===== src/rtl/me_pkg.sv =====
// Shared types and width helpers for the motion-estimation SAD datapath.
// Also used by the AD array feeder, so the lane layout is defined only here.
package me_pkg;

    typedef enum logic [1:0] {
        IDLE = 2'd0,
        RUN  = 2'd1,
        DONE = 2'd2
    } state_e;

    function automatic int clog2(input int value);
        int result;
        int span;
        result = 0;
        span   = 1;
        while (span < value) begin
            span   = span << 1;
            result = result + 1;
        end
        return result;
    endfunction

    // A counter over n values needs at least one bit even when n is 1.
    function automatic int cnt_width(input int n);
        return (n <= 1) ? 1 : clog2(n);
    endfunction

    // Block SAD sums edge_len*edge_len addends of psad_w bits each.
    function automatic int sad_width(input int psad_w, input int edge_len);
        return psad_w + 2 * clog2(edge_len);
    endfunction

    function automatic int idx_width(input int pixels_in_batch, input int num_batches);
        return cnt_width(pixels_in_batch * num_batches);
    endfunction

    // LSB of the addend for (column, candidate) within a flattened batch word.
    function automatic int lane_lsb(input int col, input int cand,
                                    input int pixels_in_batch, input int psad_w);
        return (col * pixels_in_batch + cand) * psad_w;
    endfunction

endpackage


===== src/rtl/sad_adder_tree.sv =====
// Combinational N-input unsigned adder tree; operands are zero-extended to OUT_W.
// The parent registers the result, so the tree depth sets the S1 critical path.
module sad_adder_tree
    import me_pkg::*;
#(
    parameter int N     = 8,
    parameter int IN_W  = 11,
    parameter int OUT_W = 17
) (
    input  logic [N*IN_W-1:0] addends,
    output logic [OUT_W-1:0]  sum
);
    localparam int LEVELS = clog2(N);
    localparam int LEAVES = 1 << LEVELS;

    logic [OUT_W-1:0] level [LEAVES];

    // NOTE: blocking assignments inside always_comb; each tree level is reduced
    // in place, so later statements must see the values just written.
    always_comb begin
        for (int i = 0; i < LEAVES; i++) begin
            level[i] = '0;
            if (i < N) begin
                level[i] = OUT_W'(addends[i*IN_W +: IN_W]);
            end
        end
        for (int w = LEAVES / 2; w >= 1; w = w / 2) begin
            for (int i = 0; i < w; i++) begin
                level[i] = level[2*i] + level[2*i+1];
            end
        end
        sum = level[0];
    end

endmodule


===== src/rtl/sad_min_collector.sv =====
// Completes per-candidate block SADs from column partial sums and tracks the
// minimum SAD and its global candidate index across one search window.
module sad_min_collector
    import me_pkg::*;
#(
    parameter int  PIXELS_IN_BATCH = 16,
    parameter int  EDGE_LEN        = 8,
    parameter int  PSAD_BIT_WIDTH  = 11,
    parameter int  NUM_BATCHES     = 16,
    localparam int SAD_WIDTH       = sad_width(PSAD_BIT_WIDTH, EDGE_LEN),
    localparam int IDX_WIDTH       = idx_width(PIXELS_IN_BATCH, NUM_BATCHES),
    localparam int BATCH_W         = PSAD_BIT_WIDTH * EDGE_LEN * PIXELS_IN_BATCH
) (
    input  logic                 clk,
    input  logic                 rst,
    input  logic                 search_start,
    input  logic                 psad_valid,
    input  logic [BATCH_W-1:0]   psad_addend_batch,
    output logic [SAD_WIDTH-1:0] best_sad,
    output logic [IDX_WIDTH-1:0] best_index,
    output logic                 done
);
    localparam int ROW_W  = EDGE_LEN * PSAD_BIT_WIDTH;
    localparam int COL_W  = cnt_width(EDGE_LEN);
    localparam int BCNT_W = cnt_width(NUM_BATCHES);
    localparam int K_W    = cnt_width(PIXELS_IN_BATCH);

    localparam logic [COL_W-1:0]  COL_LAST   = COL_W'(EDGE_LEN - 1);
    localparam logic [BCNT_W-1:0] BATCH_LAST = BCNT_W'(NUM_BATCHES - 1);

    state_e                state_q, state_d;
    logic                  in_valid_q, in_valid_d;
    logic                  s1_valid_q, s1_valid_d;
    logic                  s2_valid_q, s2_valid_d;
    logic                  s3_valid_q, s3_valid_d;
    logic [COL_W-1:0]      col_cnt_q, col_cnt_d;
    logic [BCNT_W-1:0]     batch_cnt_q, batch_cnt_d;
    logic [SAD_WIDTH-1:0]  best_sad_q, best_sad_d;
    logic [IDX_WIDTH-1:0]  best_index_q, best_index_d;
    logic                  done_q, done_d;

    logic [BATCH_W-1:0]    in_batch_q, in_batch_d;
    logic [SAD_WIDTH-1:0]  tree_sum [PIXELS_IN_BATCH];
    logic [SAD_WIDTH-1:0]  s1_sum_q [PIXELS_IN_BATCH];
    logic [SAD_WIDTH-1:0]  s1_sum_d [PIXELS_IN_BATCH];
    logic [SAD_WIDTH-1:0]  acc_q    [PIXELS_IN_BATCH];
    logic [SAD_WIDTH-1:0]  acc_d    [PIXELS_IN_BATCH];
    logic [SAD_WIDTH-1:0]  bmin_sad_q, bmin_sad_d;
    logic [K_W-1:0]        bmin_k_q, bmin_k_d;

    // Regroup the lane-major input so each candidate's tree sees its EDGE_LEN columns.
    for (genvar k = 0; k < PIXELS_IN_BATCH; k++) begin : g_cand
        logic [ROW_W-1:0] col_addends;
        for (genvar c = 0; c < EDGE_LEN; c++) begin : g_col
            assign col_addends[c*PSAD_BIT_WIDTH +: PSAD_BIT_WIDTH] =
                in_batch_q[lane_lsb(c, k, PIXELS_IN_BATCH, PSAD_BIT_WIDTH) +: PSAD_BIT_WIDTH];
        end
        sad_adder_tree #(
            .N     (EDGE_LEN),
            .IN_W  (PSAD_BIT_WIDTH),
            .OUT_W (SAD_WIDTH)
        ) u_tree (
            .addends (col_addends),
            .sum     (tree_sum[k])
        );
    end

    // Datapath next-state: input capture, S1 sums, S2 accumulation, S3 batch min.
    // NOTE: every _d gets its hold value first, so no path through the block
    // leaves a variable unassigned and no latch is inferred.
    always_comb begin
        in_batch_d = in_batch_q;
        if (psad_valid) begin
            in_batch_d = psad_addend_batch;
        end

        s1_sum_d = s1_sum_q;
        if (in_valid_q) begin
            s1_sum_d = tree_sum;
        end

        acc_d = acc_q;
        if (s1_valid_q) begin
            for (int k = 0; k < PIXELS_IN_BATCH; k++) begin
                acc_d[k] = (col_cnt_q == '0) ? s1_sum_q[k] : acc_q[k] + s1_sum_q[k];
            end
        end

        // Strict compare while scanning upward keeps the lowest k on ties.
        bmin_sad_d = bmin_sad_q;
        bmin_k_d   = bmin_k_q;
        if (s2_valid_q) begin
            bmin_sad_d = acc_q[0];
            bmin_k_d   = '0;
            for (int k = 1; k < PIXELS_IN_BATCH; k++) begin
                if (acc_q[k] < bmin_sad_d) begin
                    bmin_sad_d = acc_q[k];
                    bmin_k_d   = K_W'(k);
                end
            end
        end
    end

    // Control next-state: FSM, valid pipeline, counters and the global minimum.
    always_comb begin
        state_d      = state_q;
        in_valid_d   = psad_valid && (state_q == RUN);
        s1_valid_d   = in_valid_q;
        s2_valid_d   = 1'b0;
        s3_valid_d   = s2_valid_q;
        col_cnt_d    = col_cnt_q;
        batch_cnt_d  = batch_cnt_q;
        best_sad_d   = best_sad_q;
        best_index_d = best_index_q;
        done_d       = 1'b0;

        if (s1_valid_q && state_q == RUN) begin
            if (col_cnt_q == COL_LAST) begin
                s2_valid_d = 1'b1;
                col_cnt_d  = '0;
            end else begin
                col_cnt_d  = col_cnt_q + 1'b1;
            end
        end

        // Strict compare: a later batch that only ties keeps the earlier index.
        if (s3_valid_q && state_q == RUN) begin
            if (bmin_sad_q < best_sad_q) begin
                best_sad_d   = bmin_sad_q;
                best_index_d = IDX_WIDTH'(int'(batch_cnt_q) * PIXELS_IN_BATCH + int'(bmin_k_q));
            end
            if (batch_cnt_q == BATCH_LAST) begin
                batch_cnt_d = '0;
                done_d      = 1'b1;
                state_d     = DONE;
            end else begin
                batch_cnt_d = batch_cnt_q + 1'b1;
            end
        end

        // A new search flushes everything in flight; a beat arriving with the
        // pulse is kept as column 0 of batch 0.
        if (search_start) begin
            state_d      = RUN;
            in_valid_d   = psad_valid;
            s1_valid_d   = 1'b0;
            s2_valid_d   = 1'b0;
            s3_valid_d   = 1'b0;
            col_cnt_d    = '0;
            batch_cnt_d  = '0;
            best_sad_d   = '1;
            best_index_d = '0;
            done_d       = 1'b0;
        end
    end

    // NOTE: state registers use non-blocking assignments so every flop samples
    // the pre-edge value of every other flop.
    always_ff @(posedge clk) begin
        if (!rst) begin
            state_q      <= IDLE;
            in_valid_q   <= 1'b0;
            s1_valid_q   <= 1'b0;
            s2_valid_q   <= 1'b0;
            s3_valid_q   <= 1'b0;
            col_cnt_q    <= '0;
            batch_cnt_q  <= '0;
            best_sad_q   <= '1;
            best_index_q <= '0;
            done_q       <= 1'b0;
        end else begin
            state_q      <= state_d;
            in_valid_q   <= in_valid_d;
            s1_valid_q   <= s1_valid_d;
            s2_valid_q   <= s2_valid_d;
            s3_valid_q   <= s3_valid_d;
            col_cnt_q    <= col_cnt_d;
            batch_cnt_q  <= batch_cnt_d;
            best_sad_q   <= best_sad_d;
            best_index_q <= best_index_d;
            done_q       <= done_d;
        end
    end

    // NOTE: the wide datapath registers are deliberately left without reset;
    // every consumer is qualified by a valid bit that is reset.
    always_ff @(posedge clk) begin
        in_batch_q <= in_batch_d;
        s1_sum_q   <= s1_sum_d;
        acc_q      <= acc_d;
        bmin_sad_q <= bmin_sad_d;
        bmin_k_q   <= bmin_k_d;
    end

    assign best_sad   = best_sad_q;
    assign best_index = best_index_q;
    assign done       = done_q;

endmodule

===== config.mk =====
export PLATFORM = sky130hd
export DESIGN_NAME = sad_min_collector
export DESIGN_NICKNAME = d
export VERILOG_FILES = /design/src/rtl/me_pkg.sv /design/src/rtl/sad_adder_tree.sv /design/src/rtl/sad_min_collector.sv
export SDC_FILE = /design/constraint.sdc
export NUM_CORES = 2
export LEC_CHECK = 0
export BUFFER_PORTS_ARGS = -buffer_cell sky130_fd_sc_hd__buf_2
export CORE_ASPECT_RATIO = 0.75
export CORE_MARGIN = 1.5
export CORE_UTILIZATION = 28
export CTS_CLUSTER_DIAMETER = 50
export DETAILED_ROUTE_END_ITERATION = 16
export SETUP_SLACK_MARGIN = 0.02
export SYNTH_ARGS = -nofsm -noshare
export SYNTH_HDL_FRONTEND = slang
export SYNTH_SLANG_ARGS = --single-unit

===== constraint.sdc =====
create_clock -name clk -period 36.5 [get_ports clk]
set_input_delay 9.125 -clock clk [delete_from_list [all_inputs] [get_ports clk]]
set_output_delay 9.125 -clock clk [all_outputs]
set_load 0.05 [all_outputs]

==> results by group <==
Critical path
  • Max incr delay on CP: 520 ps
  • Slowest cell on crit path: or4_1
  • CP Max Fanout: 49
  • Crit Reg-Reg Endpoint: bmin_sad_q[0]$_DFFE_PP_
  • Reg-to-Reg Start: acc_q[252]$_SDFFCE_PP0P_
  • Critical Path RT: 37170 ps
  • Crit path top cell by count: o21ai_0
  • R2R depth: 194
  • Worst setup EP type: register
  • FF-to-FF setup slack: 2370 ps
  • Kind of critical path: reg2reg
  • Crit path DAT: 34800 ps
  • Critical Path Source Type: register

Clocking
  • Latest clock arrival within the worst-skew pair: 940 ps
  • Clk sinks: 1964
  • CTS tree: done
  • CTS Root Buffer Type: clkbuf_16
  • CTS Hold Bufs: 0
  • Num CTS Buffers: 278
  • Worst-path clk slew: 60 ps
  • Worst-case clock buffer depth: 4
  • H-tree levels: 5

Synth
  • Library cells used by synthesis: 82
  • Post-synth top flop: edfxtp_1
  • Mean area per synthesized cell: between 10 and 15 um^2
  • Syn Inst Count: 9924
  • Post-synth EDFFs: 1925
  • Mapped Area: about 120000 um^2
  • Ys Warns: 0
  • Seq cells post-synth: just under 2000
  • Async SR Flop Fraction: 0%
  • Syn Nets: between 10000 and 15000
  • Sequential area share after synthesis: roughly half

Detailed routing
  • Via-to-Cell Ratio: 4.51
  • WL/cell: 20.7 um
  • DRT iter0 DRCs: 5388
  • Drt pass-1 iters: 5
  • DR vias: 79500
  • DRC violations left: 0
  • Final WL: 365000 um
  • Routed Antenna Nets: 0

Global routing
  • Overall Global Routing Usage: 16.3%
  • Vias in the first global route: slightly below 80000
  • Global route total overflow: 0
  • Global-route wire length before repair: between 500000 and 600000 um
  • Initial antenna violation count: 138
  • Largest net degree at the start of global routing: between 100 and 150

Floorplanning
  • Initial Util: 28.1%
  • # rows: about 210
  • Ports: 1438
  • Die H: 570 um
  • Die area: 433000 um^2
  • Die width: roughly 760 um
  • Core Area: 428000 um^2

STA
  • Hold Slack: 450 ps
  • Final setup fails: 0
  • Measured slew at the worst slew-check pin: between 1000 and 1500 ps
  • F_max: 29.3 MHz
  • Setup TNS: 0 ps
  • Final period utilization: 93.5%
  • Max-slew violations: 0
  • Slew Limit Headroom: 17.4%
  • Post-route minimum period: between 30000 and 40000 ps
  • Skew final: 63.7 ps
  • Fin. Hold Viols: 0

Final layout
  • Synth-to-Final Area Change: 20.6%
  • Final net count: between 10000 and 15000
  • Share of post-route cells with drive strength above 1: 17.8%
  • Sequential Area: between 50000 and 60000 um^2
  • Layout Utilization: around 34%
  • Multi-input gate area: ~56000 um^2
  • Non-Filler Instances: 17600
  • Filler cells: 42300

Min path
  • HP Class: reg2reg
  • Hold path start: state_q[1]$_SDFFE_PP0P_
  • Hold path cells: 2
  • Worst Hold Path EP: state_q[1]$_SDFFE_PP0P_

Pwr
  • Final Power: 0.0120 W
  • Power density cells: 82.9 nW/um^2
  • Max VDD drop: 65.2 uV
  • Leak: 62.3 nW

Placement
  • # placed instances: 17000
  • HPWL after DPL: roughly 300000 um
  • Port Buffers: 1437
  • Routability congestion estimate: 0.892

Run
  • Maxcap violations: 0

Status
  • Status: completed
cell usage after synthesis, types with 34 or more instances:
| cell type | n | area, um^2 |
|---|---|---|
| o21ai_0 | 480 | 2400 |
| a21o_1 | 255 | 1910 |
| inv_1 | 1357 | 5090 |
| edfxtp_1 | 1925 | 57800 |
| mux2i_1 | 52 | 521 |
| and2_1 | 87 | 544 |
| nand4_1 | 34 | 213 |
| nand2b_1 | 107 | 669 |
| o31ai_1 | 69 | 518 |
| nand2_1 | 345 | 1290 |
| o21bai_1 | 457 | 3430 |
| clkbuf_1 | 90 | 338 |
| mux2_2 | 45 | 507 |
| dfxtp_1 | 39 | 781 |
| a21oi_1 | 1041 | 5210 |
| ha_1 | 1384 | 17300 |
| fa_1 | 464 | 9290 |
| xor2_1 | 232 | 2030 |
| nor2_1 | 396 | 1490 |
| nor2b_1 | 118 | 738 |
| xnor2_1 | 683 | 5980 |
| nand3_1 | 35 | 175 |
layout make-up:
cell class	instances	share of cell area, %
timing repair buffer	1533	5.56
inverter	1357	3.52
clock inverter	192	1.45
antenna	95	0.164
tap	5670	4.90
sequential	1964	40.5
multi-input combinational	6504	39.0
clock buffer	310	4.95
critical path: cells and delay by family (launching register included):
kind / cells / cell delay (ps)
DFF: 1 / 450
buffers and inverters: 26 / 3520
adders and majority gates: 16 / 4600
AOI/OAI and AO/OA: 97 / 17500
and+or+nand+nor: 50 / 6290
muxes: 5 / 1480
sequential cells by signal, indices dropped and copies added, names as in the netlist, 4 cells and up:
name and count:
bmin_sad_q 17, batch_cnt_q 4, best_index 8, in_batch_q 1408, s1_sum_q 224, best_sad 17, acc_q 272, bmin_k_q 4
worst max-delay path by stage:
| stage | slack, ps | endpoint | startpoint |
|---|---|---|---|
| floorplan | 2810 | bmin_sad_q[14]$_DFFE_PP_ | acc_q[252]$_SDFFCE_PP0P_ |
| global route | -90 | bmin_sad_q[6]$_DFFE_PP_ | acc_q[252]$_SDFFCE_PP0P_ |
| detailed placement | -760 | bmin_k_q[3]$_SDFFCE_PP1P_ | acc_q[252]$_SDFFCE_PP0P_ |
| finish | 2370 | bmin_sad_q[0]$_DFFE_PP_ | acc_q[252]$_SDFFCE_PP0P_ |
| global placement | -520 | bmin_sad_q[0]$_DFFE_PP_ | acc_q[252]$_SDFFCE_PP0P_ |
| CTS | 30 | bmin_sad_q[0]$_DFFE_PP_ | acc_q[252]$_SDFFCE_PP0P_ |
metal layers:
metal / GRT usage, % / part of all wire, % / up-vias
met5: 0 / 0.071 / -
met4: 5.35 / 3.5 / 44
met1: 22.2 / 45 / 37900
met2: 26.5 / 46 / 2284
met3: 2.66 / 5.3 / 601
li1: - / - / 38700
kinds of logic after synthesis:
family / Yosys count / share of synthesized area (%)
AOI/OAI and AO/OA: 2455 / 12.3
DFF: 1964 / 48.8
adders and majority gates: 1849 / 22.2
buffers and inverters: 1462 / 4.59
and+or+nand+nor: 1178 / 4.57
xor gates and xnor gates: 915 / 6.67
muxes: 101 / 0.899
metrics by stage:
| step | cell area, um^2 | worst slack, ps |
|---|---|---|
| 2_1_floorplan | 120000 | 2810 |
| 3_5_place_dp | 135000 | -763 |
| 4_1_cts | 144000 | 34.9 |
| 5_1_grt | 145000 | -86.7 |
| 3_3_place_gp | 135000 | -516 |
| 6_report | 145000 | 2370 |
layout by cell type (no fill, tap or decap), types with 11 or more instances in the layout:
| master | count |
|---|---|
| nor2b_1 | 116 |
| xnor2_1 | 683 |
| o211ai_1 | 12 |
| a21oi_2 | 11 |
| nor3_1 | 13 |
| buf_2 | 1437 |
| nor2_1 | 393 |
| buf_4 | 83 |
| clkinv_2 | 36 |
| mux2_2 | 45 |
| nand2_1 | 342 |
| and2_1 | 87 |
| o22ai_1 | 17 |
| nand3_1 | 33 |
| a21o_1 | 255 |
| o21a_1 | 12 |
| mux2i_1 | 50 |
| clkinvlp_4 | 25 |
| nand2b_1 | 106 |
| clkbuf_1 | 26 |
| nand4_1 | 34 |
| clkbuf_16 | 281 |
| dfxtp_1 | 37 |
| diode_2 | 95 |
| bufinv_16 | 19 |
| inv_1 | 1356 |
| ha_1 | 1384 |
| xor2_1 | 232 |
| clkinv_1 | 35 |
| inv_6 | 29 |
| fa_1 | 464 |
| a21oi_1 | 1030 |
| o21ai_0 | 462 |
| inv_8 | 17 |
| o21ai_2 | 12 |
| edfxtp_1 | 1925 |
| o21ai_1 | 12 |
| o21bai_1 | 457 |
| o31ai_1 | 68 |
power breakdown:
group | switching [W] | internal [W]
Sequential | 0.000190 | 0.00312
Combinational | 0.00348 | 0.00246
Clock | 0.00115 | 0.00159
what timing repair did:
| action | in CTS | in global routing |
|---|---|---|
| cloned | 1 | 7 |
| setup buffers | 0 | 28 |
| pin swaps | 2 | 19 |
| resized for setup | 7 | 99 |
| setup endpoints to repair | 21 | 21 |
(Power assumes the default switching activity.)
